`src/rtl/rf_read_arbiter.sv`:
```
// rf_read_arbiter
//
// Shares the single register-file read port among NREQ requesters. One
// requester is granted per cycle in round-robin order; its address drives the
// select of the combinational read mux. The selected word (after $zero and
// write-bypass rules) is registered and returned one cycle later with a
// one-hot response strobe.
//
// Ports:
//   clk         rising-edge clock
//   rst_n       asynchronous active-low reset
//   stall       pipeline stall, suppresses new grants
//   req_valid   per-requester read request            [NREQ]
//   req_addr    packed addresses, requester i at [i*AW +: AW]
//   req_ready   one-hot grant                         [NREQ]
//   mux_select  select input of the register-file read mux
//   mux_data    read mux output (combinational from mux_select)
//   wr_en       same-cycle register-file write strobe
//   wr_addr     write address
//   wr_data     write data
//   resp_valid  one-hot response strobe, one cycle    [NREQ]
//   resp_data   read data, valid with any resp_valid bit
//   busy        some request pending but not granted this cycle

module rf_read_arbiter #(
  parameter int unsigned NREQ    = 3,
  parameter int unsigned AW      = 5,
  parameter int unsigned DW      = 32,
  parameter bit          ZERO_R0 = 1'b1,
  parameter bit          BYPASS  = 1'b1
) (
  input  logic               clk,
  input  logic               rst_n,
  input  logic               stall,
  input  logic [NREQ-1:0]    req_valid,
  input  logic [NREQ*AW-1:0] req_addr,
  output logic [NREQ-1:0]    req_ready,
  output logic [AW-1:0]      mux_select,
  input  logic [DW-1:0]      mux_data,
  input  logic               wr_en,
  input  logic [AW-1:0]      wr_addr,
  input  logic [DW-1:0]      wr_data,
  output logic [NREQ-1:0]    resp_valid,
  output logic [DW-1:0]      resp_data,
  output logic               busy
);

  localparam int unsigned PW = (NREQ > 1) ? $clog2(NREQ) : 1;
  localparam logic [PW-1:0] LastIdx = PW'(NREQ - 1);

  // Round-robin pointer and response registers
  logic [PW-1:0]   last_grant_q, last_grant_d;
  logic [NREQ-1:0] resp_valid_q, resp_valid_d;
  logic [DW-1:0]   resp_data_q, resp_data_d;

  // Arbitration results
  logic            found;
  logic [PW-1:0]   grant_idx;
  logic            grant_valid;
  logic [NREQ-1:0] grant_onehot;
  logic [AW-1:0]   sel_addr;
  logic [DW-1:0]   sel_word;

  // Per-requester address view of the packed bus
  logic [AW-1:0] req_addr_arr [NREQ];

  for (genvar g = 0; g < NREQ; g++) begin : g_addr_unpack
    assign req_addr_arr[g] = req_addr[g*AW +: AW];
  end

  // Search starts one past the last winner and wraps modulo NREQ, so the
  // candidate index never reaches values >= NREQ.
  int unsigned   cand;
  logic [PW-1:0] cand_idx;

  always_comb begin
    found     = 1'b0;
    grant_idx = '0;
    cand      = 0;
    cand_idx  = '0;
    for (int unsigned k = 1; k <= NREQ; k++) begin
      cand     = (32'(last_grant_q) + k) % NREQ;
      cand_idx = PW'(cand);
      if (!found && req_valid[cand_idx]) begin
        found     = 1'b1;
        grant_idx = cand_idx;
      end
    end
  end

  // No grants during reset or stall
  assign grant_valid = rst_n && !stall && found;

  always_comb begin
    grant_onehot = '0;
    sel_addr     = '0;
    if (grant_valid) begin
      grant_onehot = NREQ'(1) << grant_idx;
      sel_addr     = req_addr_arr[grant_idx];
    end
  end

  // $zero wins over bypass, even when a write targets address 0
  always_comb begin
    sel_word = mux_data;
    if (ZERO_R0 && (sel_addr == '0)) begin
      sel_word = '0;
    end else if (BYPASS && wr_en && (wr_addr == sel_addr)) begin
      sel_word = wr_data;
    end
  end

  always_comb begin
    last_grant_d = last_grant_q;
    resp_valid_d = '0;
    resp_data_d  = resp_data_q;
    if (grant_valid) begin
      last_grant_d = grant_idx;
      resp_valid_d = grant_onehot;
      resp_data_d  = sel_word;
    end
  end

  always_ff @(posedge clk or negedge rst_n) begin
    if (!rst_n) begin
      last_grant_q <= LastIdx;
      resp_valid_q <= '0;
      resp_data_q  <= '0;
    end else begin
      last_grant_q <= last_grant_d;
      resp_valid_q <= resp_valid_d;
      resp_data_q  <= resp_data_d;
    end
  end

  assign req_ready  = grant_onehot;
  assign mux_select = sel_addr;
  assign resp_valid = resp_valid_q;
  assign resp_data  = resp_data_q;
  assign busy       = |(req_valid & ~grant_onehot);

endmodule

```
`config.mk`:
```
export PLATFORM = sky130hd
export DESIGN_NAME = rf_read_arbiter
export DESIGN_NICKNAME = d
export VERILOG_FILES = /design/src/rtl/rf_read_arbiter.sv
export SDC_FILE = /design/constraint.sdc
export NUM_CORES = 1
export LEC_CHECK = 0
export CAP_MARGIN = 20
export CELL_PAD_IN_SITES_DETAIL_PLACEMENT = 1
export CELL_PAD_IN_SITES_GLOBAL_PLACEMENT = 1
export CORE_ASPECT_RATIO = 1.1
export CORE_MARGIN = 10
export CORE_UTILIZATION = 28
export CTS_CLUSTER_DIAMETER = 120
export CTS_CLUSTER_SIZE = 20
export DETAILED_ROUTE_END_ITERATION = 7
export PLACE_DENSITY_LB_ADDON = 0.25
export SLEW_MARGIN = 40
export SYNTH_ARGS = -nofsm -noshare
export SYNTH_HDL_FRONTEND = slang
export SYNTH_SLANG_ARGS = --single-unit
```
`constraint.sdc`:
```
create_clock -name clk -period 3.4 [get_ports clk]
set_input_delay 0.68 -clock clk [delete_from_list [all_inputs] [get_ports clk]]
set_output_delay 0.68 -clock clk [all_outputs]
set_load 0.01 [all_outputs]
```
==> out/qor.csv, run 1 <==
stage;metric;value;unit
clock_network;CTS H-Tree Depth;2;
synth;Mapped Area;2401;um2
clock_network;clock latency on the worst-skew pair;280;ps
synth;Yosys reg bits;37;
sta;period utilization;0.9868;
clock_network;Num CTS Buffers;5;
critical_path;Arrival @ worst endpoint;3530;ps
cells_and_area;Ant. Diodes;0;
synth;Ys Warns;0;
synth;Syn Nets;329;
global_route;vias in the first global route;2668;
cells_and_area;post-route cell area;4603;um2
pwr;Sequential Power Share;0.216;
sta;unrepaired setup endpoints after global routing;yes;
cells_and_area;fraction of layout cells with a size suffix above 1;0.3475;
synth;most frequent cell after synthesis;mux2i_1;
critical_path;biggest cell delay along the critical path;580;ps
critical_path;crit path capture;resp_data[23];
synth;Mean Syn Cell Area;10.26;um2
critical_path;Startpoint Class;flip-flop;
critical_path;worst r2r path cells;14;
floorplan;Die Wd;108.3;um
critical_path;worst r2r dst;resp_data[23];
synth;sequential share of the synthesized area;0.3861;
synth;Syn Inst Count;234;
critical_path;r2r setup slk;40;ps
routing;DR pass1 iterations;4;
pwr;sw frac;0.4122;
flow_run;Max Cap Viol;0;
pwr;PwrDens;791.2;nW/um2
pwr;Sw Pwr;1.501;mW
clock_network;Clock Tree Buf Depth;2;
critical_path;crit-path most repeated cell;buf_6;
routing;Routed Antenna Nets;0;
clock_network;Root Driver;clkbuf_8;
critical_path;delay-heaviest family, CP;compound AO/OA/AOI/OAI gates;
placed_design;post-DP HPWL;7262;um
sta;Slew Limit Fails;0;
floorplan;Core Area;8364;um2
global_route;first-pass GRT wire length;13860;um
critical_path;endpoint class of the critical path;flip-flop;
clock_network;Hold Buf Count CTS;0;
floorplan;starting density of the core;0.2871;
cells_and_area;Area Overhead vs Synth;91.71;%
pwr;worst vdd ir;0.2991;mV
routing;# DRC;0;
cells_and_area;fin util;0.5503;
routing;initial DRC count;93;
placed_design;Placer Congestion;0.9194;
critical_path;Critical Path Slowest Stage Cell;dfstp_2;
pwr;clock share of power;0.089;
status;status;finished clean;
pwr;internal power;2.141;mW
clock_network;CTS tree;yes;
clock_network;Worst-path clk slew;80;ps
sta;setup TNS;0;ps
synth;post-synth top area share;0.3752;
pwr;overall power;3.642;mW
sta;Clock Skew;4.265;ps
cells_and_area;fin nets;495;
sta;Final Hold Fails;0;
global_route;initial antenna violation count;0;
global_route;total track usage;0.1360;
routing;via count;2458;
critical_path;CP Data Required Time;3570;ps
critical_path;CP startpoint;last_grant_q[1];
global_route;largest net degree at the start of global routing;38;
pwr;Comb power frac;0.695;
sta;Worst-Margin Slew;503.3;ps
synth;Netlist cell types;44;
routing;Vias/cell;4.810;
synth;post-synth top area cell;dfrtp_1;
floorplan;die span in y;117.1;um
critical_path;worst path bufs/invs;4;
sta;fin crit period;3355;ps
cells_and_area;fillcell total;907;
critical_path;critical path type;reg2reg;
synth;EDFF count, synth;0;
floorplan;DIE AREA;12680;um2
sta;Worst slew margin;0.6645;
hold_path;Hold Path Class;in2async;
synth;fraction of registers with async set/reset;1.000;
sta;max frequency;0.2980;GHz
global_route;gr ovfl total;0;
sta;Final setup viols;0;
synth;top_reg_cell synth;dfrtp_1;
placed_design;Inst Count DP;493;
critical_path;critical-path maximum fanout;6;
critical_path;number of stages on the worst setup path;14;
synth;largest cells by area after synthesis;dfrtp_1 (38%), mux2i_1 (17%), o21ai_2 (11%);
clock_network;clk sinks;37;
floorplan;Ports;135;
routing;WL final;9650;um
pwr;P_leak;1.848;nW
floorplan;row count;35;
critical_path;reg2reg start;last_grant_q[1];
cells_and_area;final std cells w/o fill;511;
critical_path;critical-path cell list;inv_2 > buf_6 > ha_4 > nand4bb_1 > a211o_1 > nand3_4 > mux2i_2 > a222oi_1 > a21oi_2 > a2111oi_4 > buf_6 > buf_12 > mux2i_4 > o21ai_2;
placed_design;instance area at placement;4023;um2
placed_design;input/output buffers;134;
synth;Commonest cells post-synth;mux2i_1 (41), nand2_1 (37), dfrtp_1 (36);
routing;post-DR wirelength/cell;18.88;um
==> cell type report <==
cell class | count | area (um2) | share of cell area
multi-input cells | 176 | 1718 | 0.3732
repair buffers | 172 | 1699 | 0.3691
flip-flops and latches | 37 | 927.1 | 0.2014
well taps | 111 | 138.9 | 0.03017
clock buffers | 6 | 82.58 | 0.01794
inverters | 8 | 30.03 | 0.006524
clock inverters | 1 | 7.507 | 0.001631
==> sequential cells by signal (all words and copies together) (netlist names) <==
| name | cells |
|---|---|
| last_grant_q | 2 |
| resp_valid | 3 |
| resp_data | 32 |
==> layout by cell type (no fill, tap or decap), types with 2 or more instances in the layout <==
cell             instances
clkdlybuf4s50_1        122
nand2_1                 36
dfrtp_1                 36
o21ai_2                 30
buf_4                   24
mux2i_4                 15
mux2i_1                 14
mux2i_2                 12
buf_6                    8
inv_1                    7
clkbuf_8                 6
clkbuf_2                 6
nand3_1                  5
nor2b_1                  5
nor2_1                   4
nand2b_1                 3
ha_4                     3
buf_12                   3
a21oi_1                  2
nand2b_4                 2
a211o_1                  2
nor2_4                   2
a211oi_2                 2
nor2_2                   2
a21o_1                   2
a21oi_2                  2
a222oi_1                 2
a21boi_0                 2
o21ai_1                  2
clkbuf_16                2
dlymetal6s2s_1           2
buf_2                    2
dlygate4sd2_1            2
==> power groups by stage <==
| stage | logic, mW | registers [mW] | clock network [mW] |
|---|---|---|---|
| 2_1_floorplan | 1.11 | 0.884 | 0 |
| 3_3_place_gp | 2.20 | 0.781 | 0 |
| 3_5_place_dp | 2.23 | 0.793 | 0 |
| 4_1_cts | 2.27 | 0.785 | 0.343 |
| 5_1_grt | 2.74 | 0.815 | 0.360 |
| 6_report | 2.53 | 0.787 | 0.324 |
==> how the worst min path moves through the flow <==
stage / slack, ps / start / to
2_1_floorplan: 380 / rst_n / last_grant_q[0]
3_3_place_gp: 460 / resp_data[13] / resp_data[13]
3_5_place_dp: 460 / resp_data[10] / resp_data[10]
4_1_cts: 480 / rst_n / resp_data[4]
5_1_grt: 490 / resp_data[22] / resp_data[22]
6_report: 460 / rst_n / resp_data[11]
==> kinds of logic after synthesis <==
| kind of cell | synth area share |
|---|---|
| buffers and inverters | 0.05419 |
| AO/OA/AOI/OAI | 0.2168 |
| multiplexers | 0.1756 |
| adder cells (fa/ha/maj) | 0.02085 |
| AND/OR/NAND/NOR | 0.1464 |
| flip-flops | 0.3861 |
==> metal layers <==
layer	track usage	wire length (um)
met1	0.1548	3743
met2	0.2399	5047
met3	0.05038	782
met4	0.02375	76
met5	0	0
==> metrics by stage <==
step                      hold slack [ps]  worst slack, ps
after global placement              460.5           -338.5
after detailed placement            464.0           -379.8
after global routing                493.3           -131.9
after floorplan                     384.4            234.6
final                               455.7            44.85
after CTS                           476.8           -44.28
==> what timing repair did <==
action / CTS / global route
setup endpoints to repair: 39 / 40
hold endpoints to repair: 0 / 0
buffers inserted: 1 / 6
pin swaps: 3 / 21
gates cloned: 1 / 3
resized for setup: 25 / 83
(Power assumes the default switching activity.)
==> run 2: changes to the inputs <==
--- a/config.mk
+++ b/config.mk
@@ -15,7 +15,6 @@
 export CTS_CLUSTER_SIZE = 20
 export DETAILED_ROUTE_END_ITERATION = 7
 export PLACE_DENSITY_LB_ADDON = 0.25
-export SLEW_MARGIN = 40
 export SYNTH_ARGS = -nofsm -noshare
 export SYNTH_HDL_FRONTEND = slang
 export SYNTH_SLANG_ARGS = --single-unit
==> results of run 2 <==
Same layout as run 1: the final DEF is identical, and so are final timing and power.
==> run 3: changes to the inputs <==
--- a/config.mk
+++ b/config.mk
@@ -5,6 +5,7 @@
 export SDC_FILE = /design/constraint.sdc
 export NUM_CORES = 1
 export LEC_CHECK = 0
+export ABC_AREA = 1
 export CAP_MARGIN = 20
 export CELL_PAD_IN_SITES_DETAIL_PLACEMENT = 1
 export CELL_PAD_IN_SITES_GLOBAL_PLACEMENT = 1
@@ -14,6 +15,7 @@
 export CTS_CLUSTER_DIAMETER = 120
 export CTS_CLUSTER_SIZE = 20
 export DETAILED_ROUTE_END_ITERATION = 7
+export MAX_ROUTING_LAYER = met4
 export PLACE_DENSITY_LB_ADDON = 0.25
 export SYNTH_ARGS = -nofsm -noshare
 export SYNTH_HDL_FRONTEND = slang
==> out/qor.csv, run 3 <==
stage;metric;value;unit;change
global_route;initial antenna violation count;0;;unchanged
floorplan;Ports;135;;unchanged
sta;Final setup viols;0;;unchanged
cells_and_area;post-route cell area;4557;um2;-1.0%
global_route;total track usage;0.1486;;+0.01259
synth;most frequent cell after synthesis;nand2_1;;
clock_network;Clock Tree Buf Depth;2;;unchanged
hold_path;Hold Path Class;reg2reg;;
clock_network;Hold Buf Count CTS;0;;unchanged
sta;worst hold slack;479.3;ps;+23.58 ps
routing;DR pass1 iterations;4;;unchanged
sta;unrepaired setup endpoints after global routing;no;;
critical_path;reg2reg start;last_grant_q[1];;
cells_and_area;fraction of layout cells with a size suffix above 1;0.1932;;-0.1543
clock_network;clock latency on the worst-skew pair;290;ps;about the same
synth;simple-gate share of the synthesized area;0.4641;;+0.3177
synth;multiplexer share of the synthesized area;0;;-0.1756
critical_path;Arrival @ worst endpoint;2520;ps;-1010 ps
synth;post-synth top area share;0.3111;;-0.06405
sta;fin crit period;3201;ps;-153.8 ps
clock_network;Root Driver;clkbuf_8;;
critical_path;critical-path maximum fanout;4;;-2
placed_design;post-DP HPWL;8567;um;+18%
floorplan;die span in y;126.7;um;+8.1%
cells_and_area;footprint of the multi-input gates;1505;um2;-12%
routing;via count;3071;;+25%
synth;Syn Inst Count;408;;+74%
placed_design;worst slack, placed;-120.3;ps;+259.5 ps
placed_design;Placer Congestion;0.8373;;-8.9%
synth;post-synth top area cell;dfrtp_1;;
critical_path;r2r setup slk;370;ps;+330 ps
synth;Syn Nets;503;;+53%
synth;fraction of registers with async set/reset;1.000;;unchanged
cells_and_area;flip-flop and latch area;927.1;um2;unchanged
routing;WL final;10620;um;+10%
critical_path;critical path type;reg2out;;
critical_path;endpoint class of the critical path;output pin;;
synth;Post-Synth Adder-Cell Area;0.01729;;-0.003558
synth;largest cells by area after synthesis;dfrtp_1 (31%), nand2_1 (14%), nand3_1 (14%);;
floorplan;Core Area;9985;um2;+19%
status;status;finished clean;;
sta;Worst slew margin;0.6695;;+0.005047
routing;# DRC;0;;unchanged
critical_path;worst r2r path cells;19;;+5
cells_and_area;most common cell after layout, fill and taps aside;clkdlybuf4s50_1;;
sta;Clock Skew;3.138;ps;-1.127 ps
clock_network;Num CTS Buffers;5;;unchanged
synth;Mean Syn Cell Area;7.096;um2;-31%
critical_path;Startpoint Class;flip-flop;;
synth;Netlist cell types;34;;-23%
pwr;worst vdd ir;0.4332;mV;+45%
global_route;first-pass GRT wire length;17480;um;+26%
cells_and_area;max reg flops;32;;unchanged
synth;main combinational cell family by area after synthesis;simple AND/OR/NAND/NOR gates;;
floorplan;DIE AREA;14810;um2;+17%
pwr;overall power;3.926;mW;+7.8%
cells_and_area;fillcell total;1250;;+38%
cells_and_area;Ant. Diodes;0;;unchanged
routing;post-DR wirelength/cell;15.64;um;-17%
synth;top_reg_cell synth;dfrtp_1;;
synth;Mapped Area;2895;um2;+21%
routing;initial DRC count;158;;+70%
hold_path;Hold Path Depth;2;;
synth;sequential share of the synthesized area;0.3202;;-0.06591
pwr;PwrDens;861.6;nW/um2;+8.9%
clock_network;clk sinks;37;;unchanged
global_route;vias in the first global route;3436;;+29%
global_route;gr ovfl total;0;;unchanged
placed_design;Inst Count DP;667;;+35%
sta;Setup WS post-layout;198.7;ps;+153.8 ps
sta;Slew Limit Fails;0;;unchanged
cells_and_area;commonest cells after routing, fill and taps aside;clkdlybuf4s50_1 (122), nand2_1 (107), inv_1 (81);;
sta;max frequency;0.3124;GHz;+4.8%
synth;Yosys reg bits;37;;unchanged
clock_network;CTS tree;yes;;
hold_path;hold path start;resp_data[13];;
sta;Worst-Margin Slew;495.7;ps;-7.571 ps
clock_network;CTS H-Tree Depth;2;;unchanged
floorplan;Die Wd;117.0;um;+8.0%
routing;Routed Antenna Nets;0;;unchanged
cells_and_area;Area Overhead vs Synth;57.39;%;
critical_path;worst r2r dst;resp_data[18];;
flow_run;Max Cap Viol;0;;unchanged
hold_path;Worst Hold End;resp_data[13];;
floorplan;row count;38;;+8.6%
placed_design;input/output buffers;134;;unchanged
synth;EDFF count, synth;0;;unchanged
global_route;largest net degree at the start of global routing;38;;unchanged
sta;Final Hold Fails;0;;unchanged
synth;XOR/XNOR Fraction of Synth Area;0;;unchanged
sta;period utilization;0.9416;;-0.04524
pwr;P_leak;2.433;nW;+32%
placed_design;instance area at placement;4400;um2;+9.4%
clock_network;Worst-path clk slew;80;ps;about the same
routing;Vias/cell;4.523;;-6.0%
floorplan;starting density of the core;0.2900;;+0.002914
critical_path;CP Data Required Time;2720;ps;-850 ps
synth;Commonest cells post-synth;nand2_1 (108), inv_1 (82), nand3_1 (80);;
cells_and_area;final std cells w/o fill;679;;+33%
cells_and_area;fin nets;653;;+32%
synth;post-synthesis compound-gate area fraction;0.03155;;-0.1852
synth;Ys Warns;0;;unchanged
## run 3: cell count changes after synthesis, moves of 4 or more
cell      before  now
nand2_2        0   30
nand3_2        0    8
buf_6          5   10
nand2b_1       5    0
nor2b_1        7    0
inv_2          0    7
o21ai_2       31    1
nor2_4         0    4
nand2_4        0    6
inv_1          8   82
nand3_1        5   80
nand2_1       37  108
nor2_1         8    3
mux2i_1       41    0
## run 3: critical path, cell delays in order, from the launching register on
cell and delay [ps]:
dfstp_2 580, inv_1 90, ha_1 250, inv_2 110, nand3_1 130, a31oi_4 240, nand2_4 100, nor2_8 140
buf_4 160, nand3_2 100, nand2_4 80, dlygate4sd2_1 270
## run 3: timing repair
action,in CTS,in global routing
gates resized for setup,12,6
endpoints found under the setup margin,9,5
pin swaps,2,1
cloned,0,0
buffers inserted,3,1
## run 3: logic make-up (layout without fill, tap and decap cells)
family / Yosys count / count (layout)
and+or+nand+nor: 251 / 251
buffers and inverters: 107 / 258
DFF: 37 / 37
AOI/OAI and AO/OA: 9 / 9
adders and majority gates: 4 / 4
## run 3: worst max path at each step
stage | endpoint | from | slack, ps
2_1_floorplan | busy | last_grant_q[1] | 860
3_3_place_gp | busy | req_valid[1] | -20
3_5_place_dp | busy | req_valid[1] | -120
4_1_cts | mux_select[2] | req_valid[2] | 7
5_1_grt | mux_select[4] | last_grant_q[1] | 70
6_report | mux_select[1] | last_grant_q[1] | 200
## run 3: power by group
group / total, mW / leakage, nW / internal, mW / switching (mW)
clock: 0.347 / 0.0542 / 0.184 / 0.164
sequential: 0.796 / 0.425 / 0.679 / 0.117
combinational: 2.78 / 1.95 / 1.21 / 1.58
## run 3: area by class of cell
class,instances,area share
inverters,91,0.07551
well taps,120,0.03295
flip-flops and latches,37,0.2035
clock buffers,7,0.02114
clock inverters,1,0.001098
multi-input cells,264,0.3303
repair buffers,159,0.3355
## run 3: metrics by stage
| stage | setup TNS (ps) | util |
|---|---|---|
| 6_report | 0 | 0.4564 |
| 5_1_grt | 0 | 0.4564 |
| 4_1_cts | 0 | 0.4544 |
| 3_5_place_dp | -529.3 | 0.4407 |
| 3_3_place_gp | -21.15 | 0.4407 |
| 2_1_floorplan | 0 | - |
## run 3: layer usage
metal  GRT usage  up-vias  part of all wire
met5           -        -                 0
met4     0.02984        0            0.0095
met3     0.03395        7             0.068
met2      0.2471       83              0.48
met1      0.1791     1443              0.44
li1            -     1538                 -
